`src/rtl/pipeline_hazard_controller_pkg.sv`:
```
// pipeline_hazard_controller_pkg: shared state, forwarding encodings and tracker type
package pipeline_hazard_controller_pkg;

   typedef enum logic [1:0] {
      RUN        = 2'd0,
      LOAD_STALL = 2'd1,
      MEM_WAIT   = 2'd2
   } state_t;

   localparam logic [1:0] FWD_RF  = 2'b00;
   localparam logic [1:0] FWD_WB  = 2'b01;
   localparam logic [1:0] FWD_MEM = 2'b10;

   typedef struct packed {
      logic       valid;
      logic [4:0] rs;
      logic [4:0] rt;
      logic [4:0] dst;
      logic       regwrite;
      logic       memread;
   } tracker_t;

   // $0 is hardwired, so a write to it never produces a value worth forwarding
   function automatic logic writes_reg(input tracker_t t, input logic [4:0] r);
      return t.valid && t.regwrite && (t.dst != 5'd0) && (t.dst == r);
   endfunction

endpackage

```
`src/rtl/pipeline_hazard_controller_forward_select.sv`:
```
// forward_select: picks the EX operand source for one source register
module forward_select
   import pipeline_hazard_controller_pkg::*;
(
   input  tracker_t   mem,
   input  tracker_t   wb,
   input  logic [4:0] src,
   output logic [1:0] sel
);

   // the younger producer in MEM wins over the older one in WB
   assign sel = writes_reg(mem, src) ? FWD_MEM :
                writes_reg(wb, src)  ? FWD_WB  : FWD_RF;

endmodule

```
`src/rtl/pipeline_hazard_controller.sv`:
```
// pipeline_hazard_controller: stall/flush/freeze control, EX forwarding and perf counters
// for a five-stage pipeline, tracking EX/MEM/WB instruction summaries internally.
module pipeline_hazard_controller
   import pipeline_hazard_controller_pkg::*;
#(
   parameter int CNT_W = 16
) (
   input  logic             clk,
   input  logic             rst,
   input  logic             id_valid,
   input  logic [4:0]       id_rs,
   input  logic [4:0]       id_rt,
   input  logic             id_uses_rs,
   input  logic             id_uses_rt,
   input  logic [4:0]       id_dst,
   input  logic             id_regwrite,
   input  logic             id_memread,
   input  logic             ex_branch_taken,
   input  logic             dmem_busy,
   output logic             pc_write,
   output logic             ifid_write,
   output logic             ifid_flush,
   output logic             idex_bubble,
   output logic             pipe_hold,
   output logic [1:0]       fwd_a,
   output logic [1:0]       fwd_b,
   output logic [CNT_W-1:0] stall_cnt,
   output logic [CNT_W-1:0] flush_cnt
);

   tracker_t         ex_q, mem_q, wb_q, ex_d;
   state_t           state_q, state_d;
   logic             load_use, stall_evt, flush_evt;
   logic [1:0]       sel_a, sel_b;
   logic [CNT_W-1:0] stall_q, flush_q;

   assign load_use = (state_q != LOAD_STALL) && id_valid && ex_q.valid && ex_q.memread &&
                     (ex_q.dst != 5'd0) &&
                     ((id_uses_rs && (id_rs == ex_q.dst)) || (id_uses_rt && (id_rt == ex_q.dst)));

   always_comb begin
      state_d     = RUN;
      pc_write    = 1'b1;
      ifid_write  = 1'b1;
      ifid_flush  = 1'b0;
      idex_bubble = 1'b0;
      pipe_hold   = 1'b0;
      stall_evt   = 1'b0;
      flush_evt   = 1'b0;
      if (rst) begin
         pc_write    = 1'b0;
         ifid_write  = 1'b0;
         ifid_flush  = 1'b1;
         idex_bubble = 1'b1;
      end else if (dmem_busy) begin
         state_d    = MEM_WAIT;
         pc_write   = 1'b0;
         ifid_write = 1'b0;
         pipe_hold  = 1'b1;
      end else if (ex_branch_taken) begin
         ifid_flush  = 1'b1;
         idex_bubble = 1'b1;
         flush_evt   = 1'b1;
      end else if (load_use) begin
         state_d     = LOAD_STALL;
         pc_write    = 1'b0;
         ifid_write  = 1'b0;
         idex_bubble = 1'b1;
         stall_evt   = 1'b1;
      end
   end

   // a bubble keeps the ID register fields so the held reader still sees MEM forwarding
   always_comb begin
      ex_d          = '{valid: id_valid, rs: id_rs, rt: id_rt, dst: id_dst,
                        regwrite: id_regwrite, memread: id_memread};
      ex_d.valid    = id_valid && !idex_bubble;
   end

   forward_select u_fwd_a (.mem(mem_q), .wb(wb_q), .src(ex_q.rs), .sel(sel_a));
   forward_select u_fwd_b (.mem(mem_q), .wb(wb_q), .src(ex_q.rt), .sel(sel_b));

   assign fwd_a     = rst ? FWD_RF : sel_a;
   assign fwd_b     = rst ? FWD_RF : sel_b;
   assign stall_cnt = stall_q;
   assign flush_cnt = flush_q;

   always_ff @(posedge clk) begin
      if (rst) begin
         state_q <= RUN;
         ex_q    <= '0;
         mem_q   <= '0;
         wb_q    <= '0;
         stall_q <= '0;
         flush_q <= '0;
      end else begin
         state_q <= state_d;
         if (!pipe_hold) begin
            ex_q  <= ex_d;
            mem_q <= ex_q;
            wb_q  <= mem_q;
         end
         if (stall_evt && !(&stall_q)) stall_q <= stall_q + CNT_W'(1);
         if (flush_evt && !(&flush_q)) flush_q <= flush_q + CNT_W'(1);
      end
   end

endmodule

```
`config.mk`:
```
export PLATFORM = sky130hd
export DESIGN_NAME = pipeline_hazard_controller
export DESIGN_NICKNAME = d
export VERILOG_FILES = /design/src/rtl/pipeline_hazard_controller_pkg.sv /design/src/rtl/pipeline_hazard_controller_forward_select.sv /design/src/rtl/pipeline_hazard_controller.sv
export SDC_FILE = /design/constraint.sdc
export NUM_CORES = 1
export LEC_CHECK = 0
export ABC_AREA = 0
export CAP_MARGIN = 10
export CORE_ASPECT_RATIO = 0.8
export CORE_UTILIZATION = 25
export DETAILED_ROUTE_END_ITERATION = 8
export SLEW_MARGIN = 15
export SYNTH_ARGS = -nofsm -noshare
export SYNTH_HDL_FRONTEND = slang
export SYNTH_SLANG_ARGS = --single-unit
```
`constraint.sdc`:
```
create_clock -name clk -period 3.2 [get_ports clk]
set_clock_uncertainty 0.05 [all_clocks]
set_input_delay 0.96 -clock clk [delete_from_list [all_inputs] [get_ports clk]]
set_output_delay 0.96 -clock clk [all_outputs]
set_load 0.1 [all_outputs]
```
Word level (Yosys, flattened, before mapping):

Index checks and enable logic that the tools add are counted.

* bits in registers: 66
* bits of input ports: 24
* output and inout port bits: 41

* add/subtract/negate cells: 2
* eq/ne operators: 7
* mux-type cells: 26
* reduce and logical (&&, ||, !) cells: 28

Operators with widths (number)
* $add 16x1->16 const B: 2
* $reduce_and 16->1: 2
* $eq 5x5->1: 6
* $mux 1: 21
* $logic_and 1x1->1: 18
* $reduce_bool 5->1: 3
* $mux 2: 5
* $logic_not 1->1: 3
* $reduce_or 3->1: 1
* $ne 2x1->1 const B: 1
* $logic_or 1x1->1: 1

Depth between registers and ports, before layout:

Gate-level depths: netlist (run 1).

* depth after elaboration: 12
* mapped depth: 7
* depth with buffers taken out: 6

By module:

A second synthesis (run 1) with hierarchy kept.

* cell total of the unflattened synthesis: 442
* area total of the unflattened synthesis: 4141.5 sq um

Modules (own cells, without submodules)
* pipeline_hazard_controller: times used 1, cells an instance 404, area each 3826.2 sq um, sequential area each 1761.7 sq um
* forward_select: times used 2, cells an instance 19, area each 157.7 sq um, sequential area each 0.0 sq um

Least setup slack after synthesis (run 1):

OpenSTA, ideal clock, no wires.

* kind: input to output
* start point: in rst
* end point: out fwd_a[0]
* arrival time: 4.447 ns
* data required time: 2.190 ns
* path slack: -2.257 ns
* stages on the path: 5
* path buffers: 2
* cells stage by stage: buf_6 -> clkbuf_1 -> nor3_1 -> nand4_1 -> nor4_1

* cells in the longest elaborated chain, start to end: 1

Ends and longest elaborated chain
* start, declared: RTL line pipeline_hazard_controller.sv:9 `input logic rst,`
* $mux 2: RTL line pipeline_hazard_controller.sv:83 `assign fwd_a = rst ? FWD_RF : sel_a;`
* end, declared: RTL line pipeline_hazard_controller.sv:25 `output logic [1:0] fwd_a,`

No other way between the ends.

Final worst setup path (run 1):

* start point: in id_rs[3]
* end point: out pc_write

* cells in the longest elaborated chain, start to end: 8

Ends and longest elaborated chain
* start, declared: RTL line pipeline_hazard_controller.sv:11 `input logic [4:0] id_rs,`
* $eq 5x5->1: RTL line pipeline_hazard_controller.sv:39 `((id_uses_rs && (id_rs == ex_q.dst)) || (id_uses_rt && (id_rt == ex_q.dst)));`
* $logic_and 1x1->1: RTL line pipeline_hazard_controller.sv:39
* $logic_or 1x1->1: RTL line pipeline_hazard_controller.sv:39
* $logic_and 1x1->1: RTL line pipeline_hazard_controller.sv:38 `(ex_q.dst != 5'd0) &&`
* $mux 1: RTL line pipeline_hazard_controller.sv:64 `end else if (load_use) begin`
* $mux 1: RTL line pipeline_hazard_controller.sv:60 `end else if (ex_branch_taken) begin`
* $mux 1: RTL line pipeline_hazard_controller.sv:55 `end else if (dmem_busy) begin`
* $mux 1: RTL line pipeline_hazard_controller.sv:50 `if (rst) begin`
* end, declared: RTL line pipeline_hazard_controller.sv:20 `output logic pc_write,`

No other way between the ends.

==> results of run 1 <==
[logic make-up (layout without fill, tap and decap cells)]
family | Yosys count | in the layout
compound gates | 39 | 39
xor+xnor | 40 | 40
fa+ha+maj | 2 | 2
buf+inv | 24 | 102
flops | 66 | 66
mux | 38 | 38
simple gates | 161 | 161
[sequential cells by signal (all words and copies together) (netlist names)]
signal / flops
ex_q: 18
flush_cnt: 16
mem_q: 7
stall_cnt: 16
state_q: 2
wb_q: 7
[power by group through the flow]
stage	Clock [mW]	Sequential (mW)	Combinational, mW
4_1_cts	1.09	0.868	0.215
6_report	1.06	0.867	0.217
2_1_floorplan	0	0.883	0.137
3_3_place_gp	0	0.885	0.211
3_5_place_dp	0	0.885	0.214
5_1_grt	1.13	0.870	0.234
[placed cells by master (no fill, tap or decap), types with 12 or more instances in the layout]
cell type,instances
or4_1,12
xnor2_1,20
mux2i_1,33
dfxtp_1,64
nand4_1,16
xor2_1,20
buf_4,47
a21oi_1,15
nor2_1,57
[final cells by class]
cell class	count	area, µm²	share of cell area [%]
tap	175	219.0	4.694
clock buffer	11	242.7	5.204
multi-input combinational	280	2012	43.13
timing repair buffer	81	768.2	16.47
inverter	5	18.77	0.4024
sequential	66	1326	28.43
clock inverter	5	77.57	1.663
[stage by stage]
stage / hold slack (ns) / total power, mW / util, % / cell area [µm²]
6_report: 0.4424 / 2.144 / 35.98 / 4664
3_5_place_dp: 0.4375 / 1.099 / 33.08 / 4288
5_1_grt: 0.4798 / 2.234 / 35.98 / 4664
3_3_place_gp: 0.4228 / 1.096 / 33.08 / 4288
4_1_cts: 0.4520 / 2.169 / 35.73 / 4632
2_1_floorplan: 0.4101 / 1.020 / - / 3435
[repair_timing]
| item | CTS | global route |
|---|---|---|
| pin swaps | 7 | 6 |
| buffers inserted | 2 | 3 |
| setup endpoints to repair | 5 | 6 |
| resized for setup | 39 | 6 |
[worst max-delay path by stage]
stage	start	endpoint	slack (ns)	depth (start not counted)
detailed placement	id_rt[4]	pc_write	-0.61	7
global placement	id_rs[1]	pc_write	-0.59	7
floorplan	rst	fwd_a[0]	-0.41	5
finish	id_rs[3]	pc_write	-0.25	7
global route	id_rs[3]	pc_write	-0.27	7
CTS	id_rs[3]	pc_write	-0.27	7
[routing by layer]
layer / up-vias / routed length (µm) / global-route usage [%]
met1: 1432 / 4238 / 17.27
met2: 77 / 3970 / 21.13
met4: 0 / 114 / 4.485
li1: 1480 / - / -
met5: - / 0 / 0
met3: 14 / 422 / 3.944
[worst register-to-register path, delay by kind of cell, from the launching register on]
family / cells / cell delay (ns)
adders and majority gates: 1 / 0.23
muxes: 1 / 0.32
buffers and inverters: 1 / 0.18
and+or+nand+nor: 4 / 1.04
DFF: 1 / 0.42
==> reports/summary.txt, run 1 <==
status: finished with violations
failing checks: negative setup slack
CP max stage cell: nor4_1
Mapped Nets: 396
Final Setup Violations: 3
Syn-to-layout area delta: 39.05%
Synth area leader: dfxtp_1
routed via count: 3003
compound-cell area share of the yosys netlist: 7.796%
max-slew violation count: 0
shortest period the worst path allows: 3.453 ns
Die X-Extent: 131.5 µm
Num Clock Sinks: 66
Total GRT Usage: 13.35%
layout cells sized above 1: 24.33%
Commonest cells post-synth: dfxtp_1 (66), nor2_1 (59), mux2i_1 (33)
routed len/inst: 14.04 µm
hold buffers post-CTS: 0
simple-gate area share of the yosys netlist: 26.56%
fillers: 1326
post-synthesis xor/xnor area fraction: 10.44%
RePlAce Congestion: 0.8297
crit-path cells: buf_6 -> xor2_1 -> nor4_1 -> a32oi_2 -> or2b_4 -> o21a_4 -> buf_12
multiplexer share of the synthesized area: 11.64%
CTS Buf Count: 9
reg2reg setup slack: 0.85 ns
CP Max Fanout: 3
Remaining DRCs: 0
Worst Hold Depth: 2
Hold Path Origin: ex_q[1]$_SDFFE_PP0N_
worst reg-to-reg path cell count: 7
Pleak: 1.827 nW
layout net count: 469
reg2reg end: flush_cnt[15]$_SDFFE_PP0P_
Critical Path Source Type: input pin
CP bufs+invs: 2
Avg Vias per Cell: 4.820
slew at the pin closest to its max-slew limit: 0.7191 ns
worst skew pair latency: 0.33 ns
switch share: 23.69%
Setup crit end kind: output port
Post-DP HPWL: 6247 µm
H-tree depth: 3
Synth Flop Type: dfxtp_1
final hold violations: 0
Antenna Cells: 0
Final TNS setup: -0.6864 ns
setup repair after global routing missed its margin: true
syn_area_per_cell: 9.066 µm²
register area share after synthesis: 39.39%
CTS tree: done
Combinational Power Share: 10.1%
top cell type's share of synthesized area: 39.39%
Clk pwr share: 49.4%
DIE AREA: 13890 µm²
Routed WL: 8745 µm
Worst path max stage delay: 0.34 ns
largest net degree at the start of global routing: 63
RR Startpoint: flush_cnt[0]$_SDFFE_PP0P_
Cell variety after synth: 48
Mapped Area: 3354 µm²
internal power: 1.636 mW
grt total ovfl: 0
hold endpoint: mem_q[1]$_SDFFE_PP0N_
synth top area cells: dfxtp_1 (39%), mux2i_1 (9.8%), nor2_1 (6.6%)
port bufs: 64
yosys warns: 0
Non-Filler Instances: 623
Crit Path Class: in -> out
Hold Crit Class: reg -> reg
Rows: 37
clock buffer depth: 2
Clock Root Buffer: clkbuf_16
initial core utilization: 25.88%
Core Footprint: 12960 µm²
first-pass GRT wire length: 14700 µm
Antenna Nets Post-Route: 0
Setup WS pre-CTS: -0.6134 ns
power density cells: 459.7 nW/µm²
clock-pin slew on the worst setup and hold paths: 0.05 ns
vias in the first global route: 2946
sequential group share of total power: 40.4%
WP data required: 2.19 ns
#FFs+latches synth: 66
cell count after placement: 602
Final Worst Setup Slack: -0.2526 ns
initial antenna violation count: 0
initial DRC count: 106
Worst slew margin: 51.66%
Sw Pwr: 0.5080 mW
Gate Count Post-Synth: 370
Max-cap violations: 0
die span in y: 105.6 µm
fin crit share: 107.9%
max frequency: 0.2896 GHz
critical path's top delay family: simple AND/OR/NAND/NOR gates
DRT Pass-1 Iters: 5
most numerous cell in the Yosys netlist: dfxtp_1
Async SR Flop Fraction: 0%
CP arrival: 2.44 ns
Synth Area in Adders: 0.7460%
largest family of logic cells by synthesized area: simple AND/OR/NAND/NOR gates
Peak VDD IR: 0.2626 mV
Post-synth EDFFs: 0
I/O pins: 65
No activity file was read; power rests on OpenSTA's default activity.
==> run 2: changes to the inputs <==
--- a/config.mk
+++ b/config.mk
@@ -10,4 +10,5 @@
 export CORE_ASPECT_RATIO = 0.8
 export CORE_UTILIZATION = 25
+export CTS_BUF_LIST = sky130_fd_sc_hd__clkbuf_2
 export DETAILED_ROUTE_END_ITERATION = 8
 export SLEW_MARGIN = 15
==> constraint.sdc (replaced) <==
create_clock -name clk -period 4.41 [get_ports clk]
set_clock_uncertainty 0.05 [all_clocks]
set_input_delay 0.882 -clock clk [delete_from_list [all_inputs] [get_ports clk]]
set_output_delay 0.882 -clock clk [all_outputs]
set_load 0.1 [all_outputs]
==> run 2 against run 1 <==
Against the previous run: the run now ends clean; first-iteration DRC count increased by 35%; largest cell class unchanged; combinational power is 34% lower; cell count is 1.9% lower; die area is the same; highest routed layer unchanged; via count down 3.6%.
==> reports/summary.txt, run 2 (synthesis results as in run 1) <==
status: finished, final reports clean
die span in y: 105.6 µm (unchanged)
CP arrival: 2.81 ns (+0.37 ns)
Worst setup startpoint: id_valid
hold buffers post-CTS: 0 (unchanged)
worst reg-to-reg path cell count: 6 (-1)
max reg flops: 18 (unchanged)
initial core utilization: 25.88% (unchanged)
vias in the first global route: 2760 (-6.3%)
grt total ovfl: 0 (unchanged)
Final Worst Setup Slack: 0.6694 ns (+0.9220 ns)
Hold Crit Class: reg -> reg
GRT busiest layer: met2
Total GRT Usage: 12.69% (-0.66 points)
CP max stage cell: a211oi_4
reg2reg setup slack: 2.07 ns (+1.22 ns)
first-pass GRT wire length: 14030 µm (-4.6%)
Antenna Cells: 0 (unchanged)
port bufs: 64 (unchanged)
Post-DP HPWL: 6255 µm (+0.12%)
Rows: 37 (unchanged)
RR Startpoint: stall_cnt[0]$_SDFFE_PP0P_
worst skew pair latency: 0.51 ns (+0.18 ns)
setup repair after global routing missed its margin: false
Final Setup Violations: 0 (-3)
Final TNS setup: 0 ns (+0.6864 ns)
Avg Vias per Cell: 4.738 (-1.7%)
layout net count: 457 (-2.6%)
RePlAce Congestion: 0.8172 (-1.5%)
clock-pin slew on the worst setup and hold paths: 0.16 ns (+0.11 ns)
M1 GR Usage: 16.26% (-1.0 points)
clock buffer depth: 2 (unchanged)
max frequency: 0.2673 GHz
slew at the pin closest to its max-slew limit: 1.003 ns (+0.2841 ns)
CP Max Fanout: 10 (+7)
most frequent cells in the layout: dfxtp_1 (66), nor2_1 (58), clkdlybuf4s50_1 (53)
WP data required: 3.48 ns (+1.29 ns)
Clock Root Buffer: clkbuf_2
fillers: 1360 (+2.6%)
crit path to: ifid_write
Max-cap violations: 0 (unchanged)
DRT Pass-1 Iters: 4 (-1)
H-tree depth: 3 (unchanged)
reg2reg end: stall_cnt[5]$_SDFFE_PP0P_
CTS tree: done
DIE AREA: 13890 µm² (unchanged)
largest net degree at the start of global routing: 33 (-48%)
fin crit share: 84.82%
Hold Path Origin: ex_q[1]$_SDFFE_PP0N_
max-slew violation count: 0 (unchanged)
layout cells sized above 1: 10.09% (-14 points)
Peak VDD IR: 0.1154 mV (-56%)
crit-path cells: clkdlybuf4s50_1 -> nand3_1 -> a211oi_4 -> or2b_1 -> o21a_1 -> buf_12
initial DRC count: 143 (+35%)
Crit Path Class: in -> out
M3 GR Usage: 4.137% (+0.19 points)
CTS Buf Count: 9 (unchanged)
CTS resizes: 0 (-100%)
shortest period the worst path allows: 3.741 ns
Syn-to-layout area delta: 26.63%
Setup WS pre-CTS: 0.6463 ns (+1.260 ns)
routed via count: 2895 (-3.6%)
Core Footprint: 12960 µm² (unchanged)
Worst slew margin: 32.91% (-19 points)
initial antenna violation count: 0 (unchanged)
M2 GR Usage: 20.67% (-0.45 points)
Pleak: 1.559 nW (-15%)
most common cell after layout, fill and taps aside: dfxtp_1
Critical Path Source Type: input pin
Num Clock Sinks: 66 (unchanged)
final hold violations: 0 (unchanged)
largest register by flop count: ex_q
Worst path max stage delay: 0.49 ns (+0.15 ns)
I/O pins: 65 (unchanged)
Remaining DRCs: 0 (unchanged)
Antenna Nets Post-Route: 0 (unchanged)
Design Power: 1.058 mW (-51%)
Die X-Extent: 131.5 µm (unchanged)
routed len/inst: 13.93 µm (-0.74%)
power density cells: 249.1 nW/µm² (-46%)
Routed WL: 8513 µm (-2.7%)
Post-CTS Setup Bufs: 0 (-2)
Setup crit end kind: output port
[run 2: changes by cell type in the layout (fill, tap and decap cells not counted), moves of 3 or more]
cell,delta
buf_12,-8
buf_2,-4
buf_4,-36
clkbuf_16,-9
clkbuf_2,+11
clkdlybuf4s50_1,+43
dlygate4sd2_1,-3
[run 2: worst min path at each step]
stage / depth (start not counted) / endpoint
floorplan: 2 / mem_q[1]$_SDFFE_PP0N_
global placement: 2 / mem_q[1]$_SDFFE_PP0N_
detailed placement: 2 / mem_q[1]$_SDFFE_PP0N_
CTS: 2 / mem_q[1]$_SDFFE_PP0N_
global route: 2 / mem_q[1]$_SDFFE_PP0N_
finish: 2 / mem_q[1]$_SDFFE_PP0N_
[run 2: routing by layer]
layer  part of all wire, %  up-vias  wire, µm
met3                   5.5        9       472
met1                    48     1374      4071
li1                      -     1444         -
met5                     0        -         0
met4                  0.69        0        59
met2                    46       68      3911
[run 2: through the flow]
stage                     std cells  hold WS [ns]  utilization (%)  area, µm²
after floorplan                 370        0.4101                -       3363
after detailed placement        595        0.4377            32.16       4169
after CTS                       611        0.4759            32.77       4248
after global placement          595        0.4242            32.16       4169
final                           611        0.4645            32.77       4248
after global routing            611        0.4883            32.77       4248
[run 2: layout make-up]
cell class                 count  area [µm²]  area share (%)
multi-input combinational    280        1927           45.36
sequential                    66        1321           31.10
timing repair buffer          69       683.2           16.08
tap                          175       219.0           5.155
clock buffer                  12       60.06           1.414
clock inverter                 4       18.77          0.4418
inverter                       5       18.77          0.4418
[run 2: worst max-delay path: cells and delay by family]
kind / cells / cell delay [ns]
buffers and inverters: 2 / 0.67
AND/OR/NAND/NOR: 2 / 0.48
AO/OA/AOI/OAI: 2 / 0.77
[run 2: report_power, final]
group | total [mW] | leakage (nW) | switching, mW | internal (mW)
Combinational | 0.143 | 0.960 | 0.0804 | 0.0625
Sequential | 0.630 | 0.536 | 0.0193 | 0.611
Clock | 0.285 | 0.0631 | 0.208 | 0.0769
==> run 3: changes to the inputs <==
Clock period 4.41 ns to 3.86 ns, I/O delays scaled along.
==> run 3 against run 2 <==
Against the previous run: sequential power rose by 14%; die area did not move; combinational power rose by 17%; sequential cell count did not move; highest routed layer unchanged.
==> reports/summary.txt, run 3 (synthesis results as in run 1) <==
initial core utilization: 25.88% (unchanged)
Max-cap violations: 0 (unchanged)
Rows: 37 (unchanged)
max frequency: 0.2683 GHz
WP data required: 3.04 ns (-0.44 ns)
first-pass GRT wire length: 14230 µm (+1.4%)
Peak VDD IR: 0.1332 mV (+15%)
layout cells sized above 1: 10.96% (+0.87 points)
Critical Path Source Type: input pin
CTS Buf Count: 9 (unchanged)
Pleak: 1.612 nW (+3.4%)
DIE AREA: 13890 µm² (unchanged)
clock-pin slew on the worst setup and hold paths: 0.18 ns (+0.02 ns)
CTS tree: done
initial antenna violation count: 0 (unchanged)
vias in the first global route: 2784 (+0.87%)
Num Clock Sinks: 66 (unchanged)
layout net count: 459 (+0.44%)
largest net degree at the start of global routing: 35 (+6.1%)
setup repair after global routing missed its margin: false
clock buffer depth: 2 (unchanged)
Syn-to-layout area delta: 30.77%
status: finished, final reports clean
CP arrival: 2.91 ns (+0.10 ns)
die span in y: 105.6 µm (unchanged)
Remaining DRCs: 0 (unchanged)
Final TNS setup: 0 ns (unchanged)
Setup crit end kind: output port
Post-CTS Setup Bufs: 0 (unchanged)
CP Max Fanout: 4 (-6)
Total GRT Usage: 12.90% (+0.21 points)
crit-path cells: clkdlybuf4s50_1 -> xor2_1 -> nor4_1 -> a32oi_1 -> or2b_1 -> o21a_1 -> buf_12
RePlAce Congestion: 0.8840 (+8.2%)
fin crit share: 96.56%
slew at the pin closest to its max-slew limit: 0.9939 ns (-0.009232 ns)
Worst slew margin: 33.53% (+0.62 points)
Core Footprint: 12960 µm² (unchanged)
most common cell after layout, fill and taps aside: dfxtp_1
Avg Vias per Cell: 4.816 (+1.6%)
most frequent cells in the layout: dfxtp_1 (66), nor2_1 (58), clkdlybuf4s50_1 (53)
hold buffers post-CTS: 0 (unchanged)
cell area after layout: 4387 µm² (+3.3%)
final hold violations: 0 (unchanged)
Post-DP HPWL: 6205 µm (-0.80%)
Final Setup Violations: 0 (unchanged)
I/O pins: 65 (unchanged)
Post-DP Area: 4200 µm² (+0.75%)
Die X-Extent: 131.5 µm (unchanged)
routed via count: 2952 (+2.0%)
Routed WL: 8580 µm (+0.79%)
CP max stage cell: nor4_1
Design Power: 1.503 mW (+42%)
shortest period the worst path allows: 3.727 ns
largest register by flop count: ex_q
H-tree depth: 3 (unchanged)
initial DRC count: 161 (+13%)
port bufs: 64 (unchanged)
Clock Root Buffer: clkbuf_2
Antenna Nets Post-Route: 0 (unchanged)
grt total ovfl: 0 (unchanged)
Crit Path Class: in -> out
power density cells: 342.7 nW/µm² (+38%)
max-slew violation count: 0 (unchanged)
max reg flops: 18 (unchanged)
Hold Crit Class: reg -> reg
Antenna Cells: 0 (unchanged)
worst skew pair latency: 0.52 ns (about the same)
CTS resizes: 0 (unchanged)
Worst path max stage delay: 0.46 ns (-0.03 ns)
routed len/inst: 14.00 µm (+0.46%)
DRT Pass-1 Iters: 4 (unchanged)
run 3: cell count changes in the layout (fill, tap and decap cells not counted), sizes merged:
cell      delta
clkinv       -2
clkinvlp     +1
bufinv       +4
clkbuf       -3
buf          +2
run 3: through the flow:
stage | hold WS (ns) | util (%) | cells | setup slack (ns)
final | 0.4751 | 33.84 | 613 | 0.1328
after global routing | 0.5074 | 33.84 | 613 | 0.04065
after CTS | 0.4830 | 33.84 | 613 | 0.1654
after detailed placement | 0.4405 | 32.40 | 597 | 0.1648
after global placement | 0.4304 | 32.40 | 597 | 0.2722
after floorplan | 0.4101 | - | 370 | -0.09117
run 3: critical path, delay by kind of cell:
kind / cells / cell delay [ns]
xor+xnor: 1 / 0.17
buf+inv: 2 / 0.64
simple gates: 2 / 0.80
compound gates: 2 / 0.52
run 3: cell type report:
type	instances	area (µm²)
multi-input cells	280	1931
inverters	5	18.77
repair buffers	71	710.7
well taps	175	219.0
fillers	1371	8576
flip-flops and latches	66	1321
clock buffers	9	45.04
clock inverters	7	141.4
run 3: final timing paths:
| path | depth (start not counted) | slack, ns | startpoint | to |
|---|---|---|---|---|
| hold / removal | 2 | 0.48 | stall_cnt[11]$_SDFFE_PP0P_ | stall_cnt[11]$_SDFFE_PP0P_ |
| setup reg to reg | 6 | 1.38 | ex_q[5]$_SDFFE_PP0N_ | stall_cnt[7]$_SDFFE_PP0P_ |
| setup / recovery | 7 | 0.13 | id_rs[2] | pc_write |
| hold reg to reg | 2 | 0.48 | stall_cnt[11]$_SDFFE_PP0P_ | stall_cnt[11]$_SDFFE_PP0P_ |
run 3: layer usage:
metal / part of all wire (%) / global-route usage [%] / wire [µm] / up-vias
met5: 0 / 0 / 0 / -
met4: 1.1 / 3.322 / 97 / 0
met3: 6.9 / 5.002 / 593 / 8
met2: 46 / 20.29 / 3915 / 91
met1: 46 / 16.42 / 3974 / 1401
li1: - / - / - / 1452
run 3: where the power goes:
part           internal, mW  switching [mW]
registers             0.698          0.0212
logic                0.0724          0.0951
clock network         0.344           0.273
==> RTL change 1: new RTL, settings of run 3 <==
Re-encode `state_t` (3 states) as one-hot, 3 bits wide.
--- a/src/rtl/pipeline_hazard_controller_pkg.sv
+++ b/src/rtl/pipeline_hazard_controller_pkg.sv
@@ -1,10 +1,10 @@
 // pipeline_hazard_controller_pkg: shared state, forwarding encodings and tracker type
 package pipeline_hazard_controller_pkg;
 
-   typedef enum logic [1:0] {
-      RUN        = 2'd0,
-      LOAD_STALL = 2'd1,
-      MEM_WAIT   = 2'd2
+   typedef enum logic [2:0] {
+      RUN        = 3'b001,
+      LOAD_STALL = 3'b010,
+      MEM_WAIT   = 3'b100
    } state_t;
 
    localparam logic [1:0] FWD_RF  = 2'b00;
Check against the original RTL: no difference found for any inputs over 4 cycles, from zero or initial values and one cycle with rst high; so few cycles prove little.
==> RTL change 1 against run 3 <==
  * Sequential power increased by 1%
  * Maximum frequency increased by 11%
  * Count of clock-buffer cells in the layout increased by 1
  * Non-clock buffer count decreased by 4
  * Hold slack got worse by 0.042 ns
  * Synthesized area decreased by 4.0%
  * Sequential cell count increased by 1
  * Worst setup slack improved by 0.35 ns
  * Combinational power decreased by 6%
  * Wire length decreased by 7.9%
  * Power decreased by 14%
  * Design area decreased by 5.2%
  * Clock power decreased by 34%
==> RTL change 1: results (changes against run 3) <==
[status]
status=complete, no violations  ; unchanged

[clocking]
clockBufferDepth=2  ; unchanged
path_clk_slew_ns=0.17
cts_root_buffer=clkbuf_2  ; unchanged
numCtsBuffers=9  ; unchanged
post_cts_buffers=0  ; unchanged
cts-htree-levels=3  ; unchanged
clock_latency_ns=0.52  ; about the same
cts_resized=0  ; unchanged

[critical_path]
worst-r2r-setup-slack_ns=1.39
timing.rr.start=stall_cnt[0]  ; was ex_q[5]
required_ns=3.04  ; about the same
ff2ff_path_depth=7  ; was 6
crit_path_max_fanout=7  ; was 4
r2r_end=stall_cnt[9]  ; was stall_cnt[7]

[finish]
final_layout_size_suffix_gt1_share_pct=10.3  ; was 11.0%
top_register=ex_q  ; unchanged
largest_reg_flops=18  ; unchanged
fin_nets=440  ; was 459
n_antenna_cell=0  ; unchanged
fill_cells=1308  ; was 1371

[power]
p_leak_uw=0.00157  ; was 0.00161 µW
ir_drop_v=0.000141  ; was 0.000133 V

[hold_path]
hp-start=rst  ; was stall_cnt[11]
hold_depth=2  ; unchanged
min_to=stall_cnt[0]  ; was stall_cnt[11]
hold_path.class=input pin to flop  ; was flop to flop

[global_route]
grt_pass1_wl_mm=13.1  ; was 14.2 mm
gr-usage-met2_pct=18.7  ; was 20.3%
grt_max_degree=39  ; was 35
antenna_found_initial=0  ; unchanged
globalRouteTotalUtil_pct=12.4  ; was 12.9%
grtUsageMet1_pct=16.6  ; was 16.4%
grt_pass1_vias=2580  ; was 2784
overflow=0  ; unchanged
use_met3_pct=3.51  ; was 5.00%

[placement]
place_hpwl_mm=5.70  ; was 6.21 mm
place_area_um2=4050  ; was 4200 µm²
portBuffers=64  ; unchanged
routabilityCongestion=0.760  ; was 0.884

[drt]
drt-total-wl_mm=7.90  ; was 8.58 mm
num_vias=2719  ; was 2952
first_iter_violations=113  ; was 161
first_pass_iters=4  ; unchanged

[sta]
slew_headroom_pct=34.9  ; was 33.5%
hold-worst-slack_ns=0.433  ; was 0.475 ns

[synth]
post_synth_num_cell_types=41  ; was 48
seq_area_frac_synth_pct=41.7  ; was 39.4%
synthesis.nets=377  ; was 396
ys_warn_count=0  ; unchanged
async_reset_ff_share_pct=0  ; unchanged
synth_ff_type=dfxtp_1  ; unchanged
synth_top_cells_by_count=dfxtp_1, nor2_1, mux2i_1  ; unchanged
synth_area_leaders=dfxtp_1, mux2i_1, nor2_1  ; unchanged

RTL change 1: final cells by class:
class                      count  area (µm²)  area share, %
tap                          171         214           5.15
inverter                       2        7.51          0.181
multi-input combinational    267        1810           43.5
sequential                    67        1340           32.3
clock inverter                 5        53.8           1.29
clock buffer                  10        50.0           1.20
timing repair buffer          67         681           16.4
RTL change 1: through the flow:
| stage | setup WS [ns] | instances |
|---|---|---|
| after floorplan | 0.156 | 351 |
| final | 0.488 | 589 |
| after global placement | 0.479 | 574 |
| after CTS | 0.465 | 589 |
| after global routing | 0.383 | 589 |
| after detailed placement | 0.466 | 574 |
RTL change 1: worst max path at each step:
stage / slack (ns) / start / to
2_1_floorplan: 0.16 / id_rt[1] / idex_bubble
3_3_place_gp: 0.48 / id_rt[4] / idex_bubble
3_5_place_dp: 0.47 / id_rt[4] / idex_bubble
4_1_cts: 0.47 / id_rt[4] / idex_bubble
5_1_grt: 0.38 / id_rt[4] / idex_bubble
6_report: 0.49 / id_rt[4] / idex_bubble
RTL change 1: layer usage:
metal | vias up | routed length [µm] | part of all wire (%)
met3 | 9 | 316 | 4.0
met5 | - | 0 | 0
met4 | 0 | 121 | 1.5
met2 | 57 | 3500 | 44
met1 | 1291 | 3960 | 50
li1 | 1362 | - | -
RTL change 1: kinds of logic after synthesis:
family / synth area share (%)
fa+ha+maj: 0.777
xor+xnor: 12.5
simple gates: 23.2
buf+inv: 2.22
mux: 11.0
flops: 41.7
compound gates: 8.63
RTL change 1: power by group:
group	switching, µW	leakage (µW)	internal (µW)	total [µW]
clock network	260	0.0000635	147	407
registers	21.4	0.000544	709	730
logic	88.9	0.000959	68.8	158
total	370	0.00157	925	1290
RTL change 1: worst max-delay path: stages:
cell and delay (ns):
clkdlybuf4s50_1 0.52, xnor2_1 0.13, nand4_1 0.16, o22ai_4 0.35
a21oi_1 0.14, o21bai_1 0.26, buf_12 0.21
==> RTL change 2: new RTL, flow settings as in run 3 <==
Made on the original files. The parameter `CNT_W` goes from 16 to 14.
--- a/src/rtl/pipeline_hazard_controller.sv
+++ b/src/rtl/pipeline_hazard_controller.sv
@@ -3,7 +3,7 @@
 module pipeline_hazard_controller
    import pipeline_hazard_controller_pkg::*;
 #(
-   parameter int CNT_W = 16
+   parameter int CNT_W = 14
 ) (
    input  logic             clk,
    input  logic             rst,
Interface: changed (resized flush_cnt and stall_cnt); port bits go from 65 to 61. The function was not compared with the original's and may differ.
==> RTL change 2 against run 3 <==
  * Sequential share of layout area up 0.51 points
  * Sequential power decreased by 5.8%
  * Worst setup slack improved by 0.13 ns
  * Critical path type unchanged
  * Count of clock-buffer cells in the layout did not move
  * Cell count fell by 9.0%
  * Sequential cell count shrank 4
  * Power fell by 19%
  * First-iteration DRC count grew 45%
  * Synthesized area down 6.9%
  * Design area down 7.6%
  * Utilization shrank 0.52 points
  * Wire length down 6.6%
  * Synthesized cell count fell by 7.8%
==> RTL change 2: results (changes against run 3) <==
[status]
status=complete, no violations  ; unchanged

[power]
ir_drop_v=0.000144  ; was 0.000133 V
pg_clk_uw=377  ; was 616 µW
switching_share_pct=32.7  ; was 25.9%
p_leak_uw=0.00152  ; was 0.00161 µW
seq_power_share_pct=55.5  ; was 47.9%

[finish]
n_antenna_cell=0  ; unchanged
fin_nets=427  ; was 459
final_layout_size_suffix_gt1_share_pct=12.3  ; was 11.0%

[critical_path]
worst-r2r-setup-slack_ns=1.58  ; was 1.38 ns
timing.rr.start=stall_cnt[1]  ; was ex_q[5]
r2r_end=stall_cnt[9]  ; was stall_cnt[7]
crit_path_max_fanout=5  ; was 4
crit_slowest_cell=clkdlybuf4s50_1  ; was nor4_1

[drt]
routed-wl-met3_um=423  ; was 593 µm
drcViolationCount=0  ; unchanged
wl_met1_mm=3.93  ; was 3.97 mm
routed-wl-met2_mm=3.52  ; was 3.92 mm
num_vias=2777  ; was 2952
viasPerCell=4.98  ; was 4.82
first_iter_violations=234  ; was 161
wl_per_cell_um=14.4  ; was 14.0 µm

[global_route]
grtUsageMet1_pct=17.1  ; was 16.4%
gr-usage-met2_pct=20.7  ; was 20.3%
grt_pass1_vias=2632  ; was 2784
use_met3_pct=3.87  ; was 5.00%
globalRouteTotalUtil_pct=13.1  ; was 12.9%
grt_max_degree=38  ; was 35

[placement]
placed_cells=542  ; was 597
portBuffers=60  ; was 64
routabilityCongestion=0.865  ; was 0.884
place_hpwl_mm=5.83  ; was 6.21 mm
place_ws_ns=0.277  ; was 0.165 ns

[synth]
synth_top_cells_by_count=dfxtp_1, nor2_1, mux2i_1  ; unchanged
post_synth_num_cell_types=44  ; was 48
synthesis.nets=367  ; was 396
seq_area_frac_synth_pct=39.7  ; was 39.4%
syn_avg_cell_area_um2=9.16  ; was 9.07 µm²

[clocking]
cts_resized=0  ; unchanged

[hold_path]
hp-start=dmem_busy  ; was stall_cnt[11]

[sta]
worstMarginPinSlew_ns=0.987  ; was 0.994 ns

## RTL change 2: how the worst max path moves through the flow
| stage | from | to | slack, ns |
|---|---|---|---|
| floorplan | rst | fwd_a[0] | -0.09 |
| global placement | id_rt[4] | pc_write | 0.30 |
| detailed placement | id_rt[4] | ifid_write | 0.28 |
| CTS | id_rt[4] | ifid_write | 0.27 |
| global route | id_rs[4] | ifid_write | 0.20 |
| finish | id_rt[4] | ifid_write | 0.26 |
## RTL change 2: kinds of logic (layout without fill, tap and decap cells)
logic type	after synthesis	count (layout)	share of synthesized area (%)
mux	34	34	11.0
simple gates	139	139	24.6
xor+xnor	37	37	10.4
buf+inv	24	89	3.41
compound gates	43	43	10.1
fa+ha+maj	2	2	0.801
flops	62	62	39.7
## RTL change 2: layout make-up
type	instances	area (µm²)	share of cell area [%]
multi-input cells	255	1800	44.5
flip-flops and latches	62	1240	30.6
repair buffers	66	688	17.0
well taps	152	190	4.69
clock inverters	7	58.8	1.45
clock buffers	9	45.0	1.11
inverters	7	26.3	0.648
